$ cat src/rtl/axi_seq_pkg.sv
// Shared types and constants for the AXI write sequencer and its chunk calculator.
package axi_seq_pkg;

    // Sequencer FSM states.
    typedef enum logic [2:0] {
        S_IDLE = 3'd0,
        S_CALC = 3'd1,
        S_RUN  = 3'd2,
        S_WAIT = 3'd3,
        S_FIN  = 3'd4
    } seq_state_e;

    // Largest chunk handed to the engine in one run, in bytes.
    localparam int MAX_CHUNK = 256;

    // Bursts must never straddle this address boundary.
    localparam int BOUNDARY = 4096;

    // Write response value meaning success.
    localparam logic [1:0] BRESP_OKAY = 2'b00;

    // Bytes left before the next boundary; 13 bits because an aligned address yields 4096.
    function automatic logic [12:0] bytes_to_boundary(input logic [11:0] addr_lo);
        return 13'(BOUNDARY) - {1'b0, addr_lo};
    endfunction

endpackage

$ cat src/rtl/axi_chunk_calc.sv
// Combinational chunk sizing: min(remaining, 256, bytes to the next 4 KiB boundary).
module axi_chunk_calc
    import axi_seq_pkg::*;
#(
    parameter int LEN_WIDTH = 16
) (
    input  logic [11:0]          cur_addr,
    input  logic [LEN_WIDTH-1:0] remaining,
    output logic [8:0]           chunk
);

    // Common comparison width so neither operand is silently truncated.
    localparam int CW = (LEN_WIDTH > 13) ? LEN_WIDTH : 13;

    logic [CW-1:0] to_boundary_w;
    logic [CW-1:0] cap_w;
    logic [CW-1:0] rem_w;
    logic [CW-1:0] min_w;

    // Clamp to the burst cap first, then to whatever is left of the job.
    always_comb begin
        to_boundary_w = CW'(bytes_to_boundary(cur_addr));
        rem_w         = CW'(remaining);
        cap_w         = (to_boundary_w < CW'(MAX_CHUNK)) ? to_boundary_w : CW'(MAX_CHUNK);
        min_w         = (rem_w < cap_w) ? rem_w : cap_w;
        chunk         = 9'(min_w);
    end

endmodule

$ cat src/rtl/axi_write_seq.sv
// Job sequencer: splits one write job into boundary-safe chunks and drives the burst engine.
module axi_write_seq
    import axi_seq_pkg::*;
#(
    parameter int C_M_AXI_ADDR_WIDTH = 32,
    parameter int C_M_AXI_DATA_WIDTH = 64,
    parameter int LEN_WIDTH          = 16
) (
    input  logic                          m_axi_aclk,
    input  logic                          m_axi_aresetn,
    input  logic                          job_valid,
    output logic                          job_ready,
    input  logic [C_M_AXI_ADDR_WIDTH-1:0] job_addr,
    input  logic [LEN_WIDTH-1:0]          job_len,
    output logic                          eng_run,
    output logic [C_M_AXI_ADDR_WIDTH-1:0] eng_start_addr,
    output logic [8:0]                    eng_byte_length,
    input  logic                          eng_done,
    input  logic [1:0]                    eng_bresp,
    output logic                          busy,
    output logic                          done,
    output logic                          err,
    output logic [7:0]                    chunk_count
);

    // Address and length must be whole engine beats.
    localparam int BEAT_BYTES = C_M_AXI_DATA_WIDTH / 8;
    localparam int GRAN_BITS  = $clog2(BEAT_BYTES);

    seq_state_e                    state_q, state_d;
    logic [C_M_AXI_ADDR_WIDTH-1:0] cur_addr_q, cur_addr_d;
    logic [LEN_WIDTH-1:0]          remaining_q, remaining_d;
    logic [C_M_AXI_ADDR_WIDTH-1:0] start_addr_q, start_addr_d;
    logic [8:0]                    byte_len_q, byte_len_d;
    logic                          err_q, err_d;
    logic [7:0]                    count_q, count_d;
    logic [8:0]                    chunk;
    logic                          job_illegal;

    axi_chunk_calc #(
        .LEN_WIDTH (LEN_WIDTH)
    ) u_chunk_calc (
        .cur_addr  (cur_addr_q[11:0]),
        .remaining (remaining_q),
        .chunk     (chunk)
    );

    assign job_illegal = (job_len == '0)
                      || (job_len[GRAN_BITS-1:0] != '0)
                      || (job_addr[GRAN_BITS-1:0] != '0);

    // Next-state logic: job intake, chunk issue and per-chunk bookkeeping.
    always_comb begin
        state_d      = state_q;
        cur_addr_d   = cur_addr_q;
        remaining_d  = remaining_q;
        start_addr_d = start_addr_q;
        byte_len_d   = byte_len_q;
        err_d        = err_q;
        count_d      = count_q;
        case (state_q)
            S_IDLE: begin
                if (job_valid) begin
                    cur_addr_d  = job_addr;
                    remaining_d = job_len;
                    err_d       = 1'b0;
                    count_d     = 8'd0;
                    if (job_illegal) begin
                        // Rejected jobs still finish with a done pulse so the requester is released.
                        err_d   = 1'b1;
                        state_d = S_FIN;
                    end else begin
                        state_d = S_CALC;
                    end
                end
            end
            S_CALC: begin
                start_addr_d = cur_addr_q;
                byte_len_d   = chunk;
                state_d      = S_RUN;
            end
            S_RUN: begin
                if (count_q != 8'hFF) begin
                    count_d = count_q + 8'd1;
                end
                state_d = S_WAIT;
            end
            S_WAIT: begin
                if (eng_done) begin
                    // Address wraps silently at the top of the address space.
                    cur_addr_d  = cur_addr_q + C_M_AXI_ADDR_WIDTH'(byte_len_q);
                    remaining_d = remaining_q - LEN_WIDTH'(byte_len_q);
                    if (eng_bresp != BRESP_OKAY) begin
                        err_d   = 1'b1;
                        state_d = S_FIN;
                    end else if (remaining_d == '0) begin
                        state_d = S_FIN;
                    end else begin
                        state_d = S_CALC;
                    end
                end
            end
            S_FIN: begin
                state_d = S_IDLE;
            end
            default: begin
                state_d = S_IDLE;
            end
        endcase
    end

    // State registers with synchronous active-low reset; reset abandons any chunk in flight.
    always_ff @(posedge m_axi_aclk) begin
        if (!m_axi_aresetn) begin
            state_q      <= S_IDLE;
            cur_addr_q   <= '0;
            remaining_q  <= '0;
            start_addr_q <= '0;
            byte_len_q   <= '0;
            err_q        <= 1'b0;
            count_q      <= 8'd0;
        end else begin
            state_q      <= state_d;
            cur_addr_q   <= cur_addr_d;
            remaining_q  <= remaining_d;
            start_addr_q <= start_addr_d;
            byte_len_q   <= byte_len_d;
            err_q        <= err_d;
            count_q      <= count_d;
        end
    end

    assign job_ready       = (state_q == S_IDLE);
    assign busy            = (state_q != S_IDLE);
    assign eng_run         = (state_q == S_RUN);
    assign done            = (state_q == S_FIN);
    assign eng_start_addr  = start_addr_q;
    assign eng_byte_length = byte_len_q;
    assign err             = err_q;
    assign chunk_count     = count_q;

endmodule

$ cat config.mk
export PLATFORM = sky130hd
export DESIGN_NAME = axi_write_seq
export DESIGN_NICKNAME = d
export VERILOG_FILES = /design/src/rtl/axi_seq_pkg.sv /design/src/rtl/axi_chunk_calc.sv /design/src/rtl/axi_write_seq.sv
export SDC_FILE = /design/constraint.sdc
export NUM_CORES = 1
export LEC_CHECK = 0
export ABC_AREA = 1
export CAP_MARGIN = 5
export CORE_ASPECT_RATIO = 2
export CORE_MARGIN = 5
export CORE_UTILIZATION = 30
export DETAILED_ROUTE_END_ITERATION = 12
export GPL_TIMING_DRIVEN = 0
export PLACE_DENSITY = 0.58
export SYNTH_ARGS = -nofsm -noshare
export SYNTH_HDL_FRONTEND = slang
export SYNTH_HIERARCHICAL = 1
export SYNTH_SLANG_ARGS = --single-unit
export TNS_END_PERCENT = 1
$ cat constraint.sdc
create_clock -name m_axi_aclk -period 4.8 [get_ports m_axi_aclk]
set_input_delay 0.72 -clock m_axi_aclk [delete_from_list [all_inputs] [get_ports m_axi_aclk]]
set_output_delay 0.72 -clock m_axi_aclk [all_outputs]
set_load 0.05 [all_outputs]
Yosys cells after proc, flatten, opt, wreduce, memory -nomap -nowiden
Index checks and enable logic that the tools add are counted.
{ "word_totals": {"register_bits": 101, "latch_bits": 0, "ramBits": 0, "rom_bits": 0, "inputBits": 54, "out_inout_bits": 54, "elab_cells": 59, "n_memories": 0} }
{ "op_classes": {"addsub": 4, "mul": 0, "div_mod_pow": 0, "order_cmp": 2, "n_eq_ne": 9, "n_shift": 0, "mux": 22, "n_bitwise": 0, "n_reduce_logical": 15} }
{ "op_table": {"columns": ["cell", "count"], "rows": [
  ["two-way mux 32 bit", 2],
  ["case mux 32 bit (2 select lines)", 1],
  ["adder 32 x 9 -> 32 bit", 1],
  ["logical NOT 16 bit", 2],
  ["two-way mux 16 bit", 2],
  ["case mux 16 bit (2 select lines)", 1],
  ["less-than comparator 16 x 13 -> 1 bit", 1],
  ["two-way mux 8 bit", 2],
  ["case mux 8 bit (2 select lines)", 1],
  ["subtractor 16 x 9 -> 16 bit", 1],
  ["two-way mux 3 bit", 5],
  ["less-than comparator 13 x 9 -> 1 bit, second input constant", 1],
  ["two-way mux 13 bit", 1],
  ["subtractor 13 x 12 -> 13 bit, first input constant", 1],
  ["case mux 3 bit (4 select lines)", 1],
  ["two-way mux 9 bit", 1],
  ["nonzero test 3 bit", 3],
  ["adder 8 x 1 -> 8 bit, second input constant", 1],
  ["inequality test 8 bit, second input constant", 1],
  ["equality test 3 x 2 -> 1 bit, second input constant", 2],
  ["inequality test 2 bit, second input constant", 3],
  ["AND reduction 3 bit", 2],
  ["nonzero test 2 bit", 3],
  ["two-way mux 1 bit", 4],
  ["8 further kinds", 9]
]} }

Logic depth before layout (Yosys ltp)
Gate-level depths: netlist (run 1).
{ "depth": {"word_depth": 6, "mapped_depth": 22, "ltp_nobuf": 22} }

Modules after synthesis
The synthesis (run 1) kept the hierarchy.
{ "modules_own_cells": {"columns": ["mod", "instances", "cells_each", "area_per_inst_um2", "seq_area_each_um2"], "rows": [
  ["axi_write_seq", 1, 930, 6048.3, 2021.9],
  ["axi_chunk_calc", 1, 122, 665.6, 0.0]
]} }

Worst setup path before layout (run 1)
Ideal clock, no wire load.
{ "synth_path": {"path_type": "register to register", "start": "register cur_addr_q[0]", "end": "register byte_len_q[2] (netlist: eng_byte_length[2])", "setup_ps": 128, "arrival_time_ps": 2575, "t_required_ps": 4672, "path_slack_ps": 2097, "path_stages_with_launch": 18, "path_buffers": 0, "synth_period_minus_slack_ps": 2703, "cell_sequence": "dfxtp_1 inv_1 ha_1 nand2_1 nor2_1 nand3_1 nand2_1 nand2_1 inv_1 ha_1 a21oi_1 o21ai_0 a2111oi_4 nand2_4 nand2_1 nand2_1 o21ai_0 a21oi_1"} }
{ "synth_via": {"elab_chain_len": 5} }
{ "synth_lines": {"columns": ["item", "line", "source"], "rows": [
  ["from (decl)", "axi_write_seq.sv:31", "logic [C_M_AXI_ADDR_WIDTH-1:0] cur_addr_q, cur_addr_d;"],
  ["from (signal assigned)", "axi_write_seq.sv:124", "cur_addr_q <= cur_addr_d;"],
  ["subtractor 13 x 12 -> 13 bit (*)", "axi_seq_pkg.sv:24", "return 13'(BOUNDARY) - {1'b0, addr_lo};"],
  ["less-than comparator 13 x 9 -> 1 bit", "axi_chunk_calc.sv:24", "cap_w = (to_boundary_w < CW'(MAX_CHUNK)) ? to_boundary_w : CW'(MAX_CHUNK);"],
  ["two-way mux 13 bit (*)", "axi_chunk_calc.sv:24", null],
  ["less-than comparator 16 x 13 -> 1 bit", "axi_chunk_calc.sv:25", "min_w = (rem_w < cap_w) ? rem_w : cap_w;"],
  ["two-way mux 9 bit (*)", "axi_chunk_calc.sv:25", null],
  ["named net chunk[2]", "axi_write_seq.sv:37", "logic [8:0] chunk;"],
  ["to (signal assigned)", "axi_write_seq.sv:127", "byte_len_q <= byte_len_d;"],
  ["to (decl)", "axi_write_seq.sv:34", "logic [8:0] byte_len_q, byte_len_d;"]
]} }
The timed path passes the listed nets; every way through them passes the cells marked *.
A chain may end at the register's enable or synchronous reset.

Worst setup path in the final report (run 1)
{ "layout_path": {"start": "register cur_addr_q[1]", "end": "register byte_len_q[8] (netlist: eng_byte_length[8])"} }
The elaborated chain is that of the path after synthesis.

==> impl_results.md, run 1 <==
- Outcome: complete, no violations
- Std cell rows: 77
- Synth Cell Area: 0.00671 sq mm
- Fraction of power consumed by sequential logic: 39.4%
- Worst Path Required: 5.02 ns
- Synth Warn #: 6
- CTS Sinks: 101
- Internal: 1.59 mW
- Longest Clk Path Bufs: 2
- R2R cell count: 17
- Iter 0 DRT Violations: 355
- Hold-fix buffers at CTS: 0
- Max Cap Viol: 0
- Most frequent cells in the layout: nand2_1 (247), inv_1 (135), a21oi_1 (113)
- Post-synthesis compound-gate area fraction: 19.0%
- Class of the most critical setup path: reg -> reg
- Post-Synth Simple-Gate Area: 31.9%
- Post-synth EDFFs: 0
- Final WL: 25400 um
- Die ar.: 0.0257 sq mm
- Initial antenna violation count: 0
- Setup bufs post-CTS: 0
- Total GRT Usage: 19.7%
- Seq/Total Area, Yosys: 30.1%
- Reg2Reg Capture Point: eng_byte_length[8]$_SDFFE_PN0P_
- Leak: 3.43 nW
- Hold violation count in the final report: 0
- Unrepaired setup endpoints after global routing: false
- Commonest non-fill, non-tap cell in the layout: nand2_1
- Worst Skew: 0.00585 ns
- Comb power frac: 26.9%
- Clock share of power: 33.6%
- First-pass GRT wire length: 38800 um
- Hold Path Sink: eng_start_addr[29]$_SDFFE_PN0P_
- Min cycle time layout: 3.39 ns
- Diodes inserted: 0
- Post-DP HPWL: 20700 um
- H-tree levels: 3
- PD cells: 289 mW/mm^2
- DR DRC count: 0
- IO Pins: 108
- Largest family of logic cells by synthesized area: simple AND/OR/NAND/NOR gates
- Worst EP arrival: 3.62 ns
- Crit. End Element: register
- Fillcell total: 2369
- Adder-Cell Fraction of Synth Area: 6.56%
- Number of setup violations in the final report: 0
- Chip height: 222 um
- WL/cell: 17.5 um
- Sw frac: 34.8%
- ANT nets after route: 0
- R2R setup slack: 1.41 ns
- Worst hold path cell count: 2
- CTS buffer count: 9
- Worst slew pin tran: 0.782 ns
- Gpl congestion: 0.945
- Worst setup SP type: register
- Layout cells sized above 1: 4.58%
- Fin. max-slew vios: 0
- Fin crit share: 70.7%
- Vias: 7345
- Vias in the first global route: 7427
- Die W: 116 um
- Worst relative slew slack: 47.8%
- Port bufs: 107
- Hold WS: 0.444 ns
- Clock Pin Slew Worst Setup and Hold Paths: 0.08 ns
- Area Growth Syn to Fin: 26.1%
- Hold Crit Start: eng_start_addr[29]$_SDFFE_PN0P_
- Synth Instances: 1052
- Drt first pass iters: 5
- Fmax: 0.295 GHz
- Avg Cell Area, Syn: 6.38 sq um
- Post-detailed-route via-to-cell ratio: 5.05
- Design Power: 2.45 mW
- Main synth FF type: dfxtp_1
- Peak supply drop: 200 uV
- CTS tree: done
- Reg2reg start: cur_addr_q[1]$_SDFFE_PN0P_
- Synth unique cells: 44
- Root buf cell: clkbuf_16
- Setup_tns: 0 ns
- Starting Density: 30.4%
- Post-CTS Resized: 0
- Crit-path max FO: 10
- Switch Pwr: 852 uW
- Grt ovf: 0
- Worst-Skew Late Latency: 0.36 ns
- Placed Cells: 1438
- Register bit count reported by yosys: 101
- Layout Utilization: 38.4%
- Nets: 1261
- CORE AREA: 0.0221 sq mm
- Post-synth ARST share: 0%
- Finished Layout Cells: 1454
- Synth Area in XOR/XNOR: 1.83%
- Pin count of the biggest net entering global routing: 18
- Post-synthesis mux area share: 0%
- Worst hold path class: reg -> reg
[power groups by stage]
stage                     sequential [mW]  combinational (mW)  clock [mW]
after floorplan                     0.969               0.441           0
after global placement              0.983               0.650           0
after detailed placement            0.983               0.656           0
after CTS                           0.963               0.659       0.840
after global routing                0.972               0.743       0.866
final                               0.964               0.659       0.822
[layer usage]
| metal | part of all wire, % | up-vias | GRT usage, % |
|---|---|---|---|
| met5 | 0 | - | 0 |
| met2 | 54 | 208 | 36.4 |
| met4 | 7.6 | 0 | 14.1 |
| met1 | 35 | 3337 | 19.4 |
| met3 | 3.8 | 92 | 2.40 |
| li1 | - | 3708 | - |
[cells by family after synthesis]
group / after synthesis
AO/OA/AOI/OAI: 234
other: 1
flip-flops: 101
adder cells (fa/ha/maj): 34
XOR/XNOR: 14
AND/OR/NAND/NOR: 490
buffers and inverters: 178
[how the worst max path moves through the flow]
stage / from / endpoint / slack [ns]
global route: cur_addr_q[0]$_SDFFE_PN0P_ / eng_byte_length[4]$_SDFFE_PN0P_ / 1.12
finish: cur_addr_q[1]$_SDFFE_PN0P_ / eng_byte_length[8]$_SDFFE_PN0P_ / 1.41
floorplan: cur_addr_q[0]$_SDFFE_PN0P_ / eng_byte_length[2]$_SDFFE_PN0P_ / 2.10
CTS: cur_addr_q[1]$_SDFFE_PN0P_ / eng_byte_length[8]$_SDFFE_PN0P_ / 1.48
global placement: cur_addr_q[1]$_SDFFE_PN0P_ / eng_byte_length[8]$_SDFFE_PN0P_ / 1.50
detailed placement: cur_addr_q[1]$_SDFFE_PN0P_ / eng_byte_length[8]$_SDFFE_PN0P_ / 1.51
[metrics by stage]
stage,instance area [sq um],setup WS (ns)
final,8460,1.41
after global routing,8460,1.12
after CTS,8460,1.48
after detailed placement,8140,1.51
after global placement,8140,1.50
after floorplan,6730,2.10
[worst max-delay path: stages, from the launching register on]
cell	delay, ns
dfxtp_1	0.46
inv_1	0.08
ha_1	0.20
nand2_1	0.14
nor2_1	0.06
nand3_1	0.06
nand2_1	0.08
nand2_1	0.18
inv_1	0.17
ha_1	0.22
a21oi_1	0.14
o21ai_0	0.14
a2111oi_4	0.72
nand2_4	0.20
nand2_1	0.14
nand2_1	0.06
o21ai_0	0.15
a21oi_1	0.06
[sequential cells by signal, indices dropped and copies added, names as in the netlist]
signal           flops
cur_addr_q          32
eng_start_addr      32
remaining_q         16
eng_byte_length      9
chunk_count          8
state_q              3
err                  1
[area by class of cell]
cell class	count	area [sq um]	share of cell area [%]
multi-input cells	776	4000	47.3
flip-flops and latches	101	2020	23.9
repair buffers	107	1070	12.7
inverters	139	522	6.16
well taps	276	345	4.08
clock buffers	10	229	2.71
plain buffers	39	183	2.16
clock inverters	6	92.6	1.09
[synthesized netlist by cell type (2+ instances only)]
cell type / count / share of area, %
a211oi_1: 8 / 0.89
a21oi_1: 113 / 8.4
a221oi_1: 3 / 0.39
a31oi_1: 4 / 0.37
buf_1: 2 / 0.11
buf_2: 5 / 0.37
buf_6: 4 / 0.67
clkbuf_1: 28 / 1.6
dfxtp_1: 101 / 30
fa_1: 2 / 0.60
ha_1: 32 / 6.0
inv_1: 135 / 7.5
inv_2: 3 / 0.17
nand2_1: 247 / 14
nand2_2: 6 / 0.56
nand2_4: 2 / 0.34
nand3_1: 72 / 5.4
nand3b_1: 3 / 0.34
nand4_1: 18 / 1.7
nor2_1: 96 / 5.4
nor3_1: 16 / 1.2
nor3_2: 4 / 0.60
nor3b_2: 2 / 0.37
nor4_1: 8 / 0.75
o211ai_1: 12 / 1.3
o21ai_0: 85 / 6.3
o21ai_1: 2 / 0.15
or2_0: 3 / 0.28
or2_2: 9 / 0.84
xnor2_1: 5 / 0.65
xor2_1: 9 / 1.2
Note: power is estimated with default switching activity, not from simulation.
==> inputs of run 2 (changes only) <==
- PLACE_DENSITY: 0.58 -> 0.6
- clock period: 4.8 -> 3 ns (I/O delays scaled with it)
==> impl_results.md, run 2 (synthesized netlist as in run 1, its figures left out) <==
- Outcome: complete, no violations
- Placed Cells: 1438
- ANT nets after route: 0
- First-pass GRT wire length: 38900 um
- Post-route cell area: 0.00850 sq mm
- Clock Pin Slew Worst Setup and Hold Paths: 0.08 ns
- Max incr delay on CP: 0.46 ns
- Critical path's top delay family: simple AND/OR/NAND/NOR gates
- Initial antenna violation count: 0
- Die ar.: 0.0257 sq mm
- Critical Path Source: eng_byte_length[1]$_SDFFE_PN0P_
- Buffers plus inverters on the worst setup path: 2
- Total GRT Usage: 19.6%
- Drt first pass iters: 5
- Min cycle time layout: 2.82 ns
- Gpl congestion: 0.934
- Fillcell total: 2352
- Iter 0 DRT Violations: 348
- Post-DP Area: 0.00814 sq mm
- Setup_tns: 0 ns
- Internal: 2.40 mW
- Crit-path max FO: 6
- PD cells: 441 mW/mm^2
- Hold Crit Start: eng_start_addr[3]$_SDFFE_PN0P_
- Crit. End Element: register
- CTS tree: done
- Worst relative slew slack: 47.2%
- Most frequent cells in the layout: nand2_1 (244), inv_1 (133), a21oi_1 (113)
- Diodes inserted: 0
- Hold violation count in the final report: 0
- Port bufs: 107
- Post-detailed-route via-to-cell ratio: 5.09
- Std cell rows: 77
- Layout Utilization: 38.5%
- Worst-Skew Late Latency: 0.36 ns
- Max Cap Viol: 0
- Hold-fix buffers at CTS: 0
- Worst hold path class: reg -> reg
- CTS Sinks: 101
- Worst path slowest cell: dfxtp_1
- Commonest non-fill, non-tap cell in the layout: nand2_1
- Chip height: 222 um
- Design Power: 3.75 mW
- R2R cell count: 14
- Fin crit share: 94.2%
- Worst EP arrival: 3.04 ns
- Crit-path cells: inv_1, fa_1, inv_1, nand3_1, nand2_1, a21oi_1, o21ai_2, nand2_2, nor2_2, nand2_1, nand2_1, nand3_1, nand2_1, a21oi_1
- Fmax: 0.354 GHz
- Pre-CTS setup slack: -0.291 ns
- Starting Density: 30.4%
- Comb power frac: 28.8%
- Longest Clk Path Bufs: 2
- Fraction of power consumed by sequential logic: 41.1%
- Hold WS: 0.443 ns
- Grt ovf: 0
- Leak: 3.45 nW
- Critical path depth in cells: 14
- Worst hold path cell count: 2
- CTS buffer count: 9
- Final WL: 25200 um
- Die W: 116 um
- Root buf cell: clkbuf_16
- Post-DP HPWL: 20600 um
- Class of the most critical setup path: reg -> reg
- Area Growth Syn to Fin: 26.6%
- DR DRC count: 0
- Sw frac: 36.1%
- Vias in the first global route: 7564
- Fin. max-slew vios: 0
- Layout cells sized above 1: 6.24%
- Switch Pwr: 1.35 mW
- Finished Layout Cells: 1461
- Final worst slack: 0.175 ns
- Vias: 7437
- IO Pins: 108
- CORE AREA: 0.0221 sq mm
- WL/cell: 17.3 um
- Reg2reg start: eng_byte_length[1]$_SDFFE_PN0P_
- Number of setup violations in the final report: 0
- Most frequent CP cell: nand2_1
- Worst setup SP type: register
- Pin count of the biggest net entering global routing: 18
- Peak supply drop: 218 uV
- Clock share of power: 30.1%
- Worst Path Required: 3.22 ns
- Unrepaired setup endpoints after global routing: true
- Nets: 1268
- Worst Skew: 0.0105 ns
- Worst slew pin tran: 0.792 ns
- H-tree levels: 3
run 2: repair_timing:
action / 4_1_cts / 5_1_grt
setup endpoints to repair: 9 / 13
pin swaps: 1 / 0
buffers inserted: 5 / 2
gates cloned: 0 / 0
gates resized for setup: 3 / 21
run 2: per-layer routing:
metal  routed length, um  global-route usage, %  part of all wire, %
met1                8640                   18.5                   34
met2               13500                   37.0                   53
met3                1040                   2.10                  4.1
met4                2080                   14.8                  8.2
met5                   0                      0                    0
run 2: power groups by stage:
stage               sequential [mW]  combinational [mW]  clock (mW)
global placement               1.57                1.03           0
floorplan                      1.55               0.706           0
global route                   1.55                1.21        1.21
finish                         1.54                1.08        1.13
detailed placement             1.57                1.05           0
CTS                            1.54                1.07        1.15
run 2: path summary, 6_finish.rpt:
kind                                    endpoint  slack [ns]
hold reg to reg   eng_start_addr[3]$_SDFFE_PN0P_        0.44
setup / recovery     cur_addr_q[28]$_SDFFE_PN0P_        0.18
hold / removal    eng_start_addr[3]$_SDFFE_PN0P_        0.44
setup reg to reg     cur_addr_q[28]$_SDFFE_PN0P_        0.18
run 2: layout make-up:
| class | count | area, sq um | share of cell area (%) |
|---|---|---|---|
| multi-input cells | 776 | 4030 | 47.4 |
| flip-flops and latches | 101 | 2020 | 23.8 |
| repair buffers | 114 | 1120 | 13.2 |
| inverters | 139 | 522 | 6.14 |
| well taps | 276 | 345 | 4.06 |
| clock buffers | 9 | 225 | 2.65 |
| plain buffers | 39 | 183 | 2.15 |
| clock inverters | 7 | 50.0 | 0.589 |
run 2: worst reg2reg max path, stage by stage (launching register included):
cell and delay (ns):
dfxtp_1 0.46, inv_1 0.19, fa_1 0.46, inv_1 0.10
nand3_1 0.07, nand2_1 0.11, a21oi_1 0.15, o21ai_2 0.34
nand2_2 0.19, nor2_2 0.26, nand2_1 0.08, nand2_1 0.06
nand3_1 0.06, nand2_1 0.09, a21oi_1 0.05
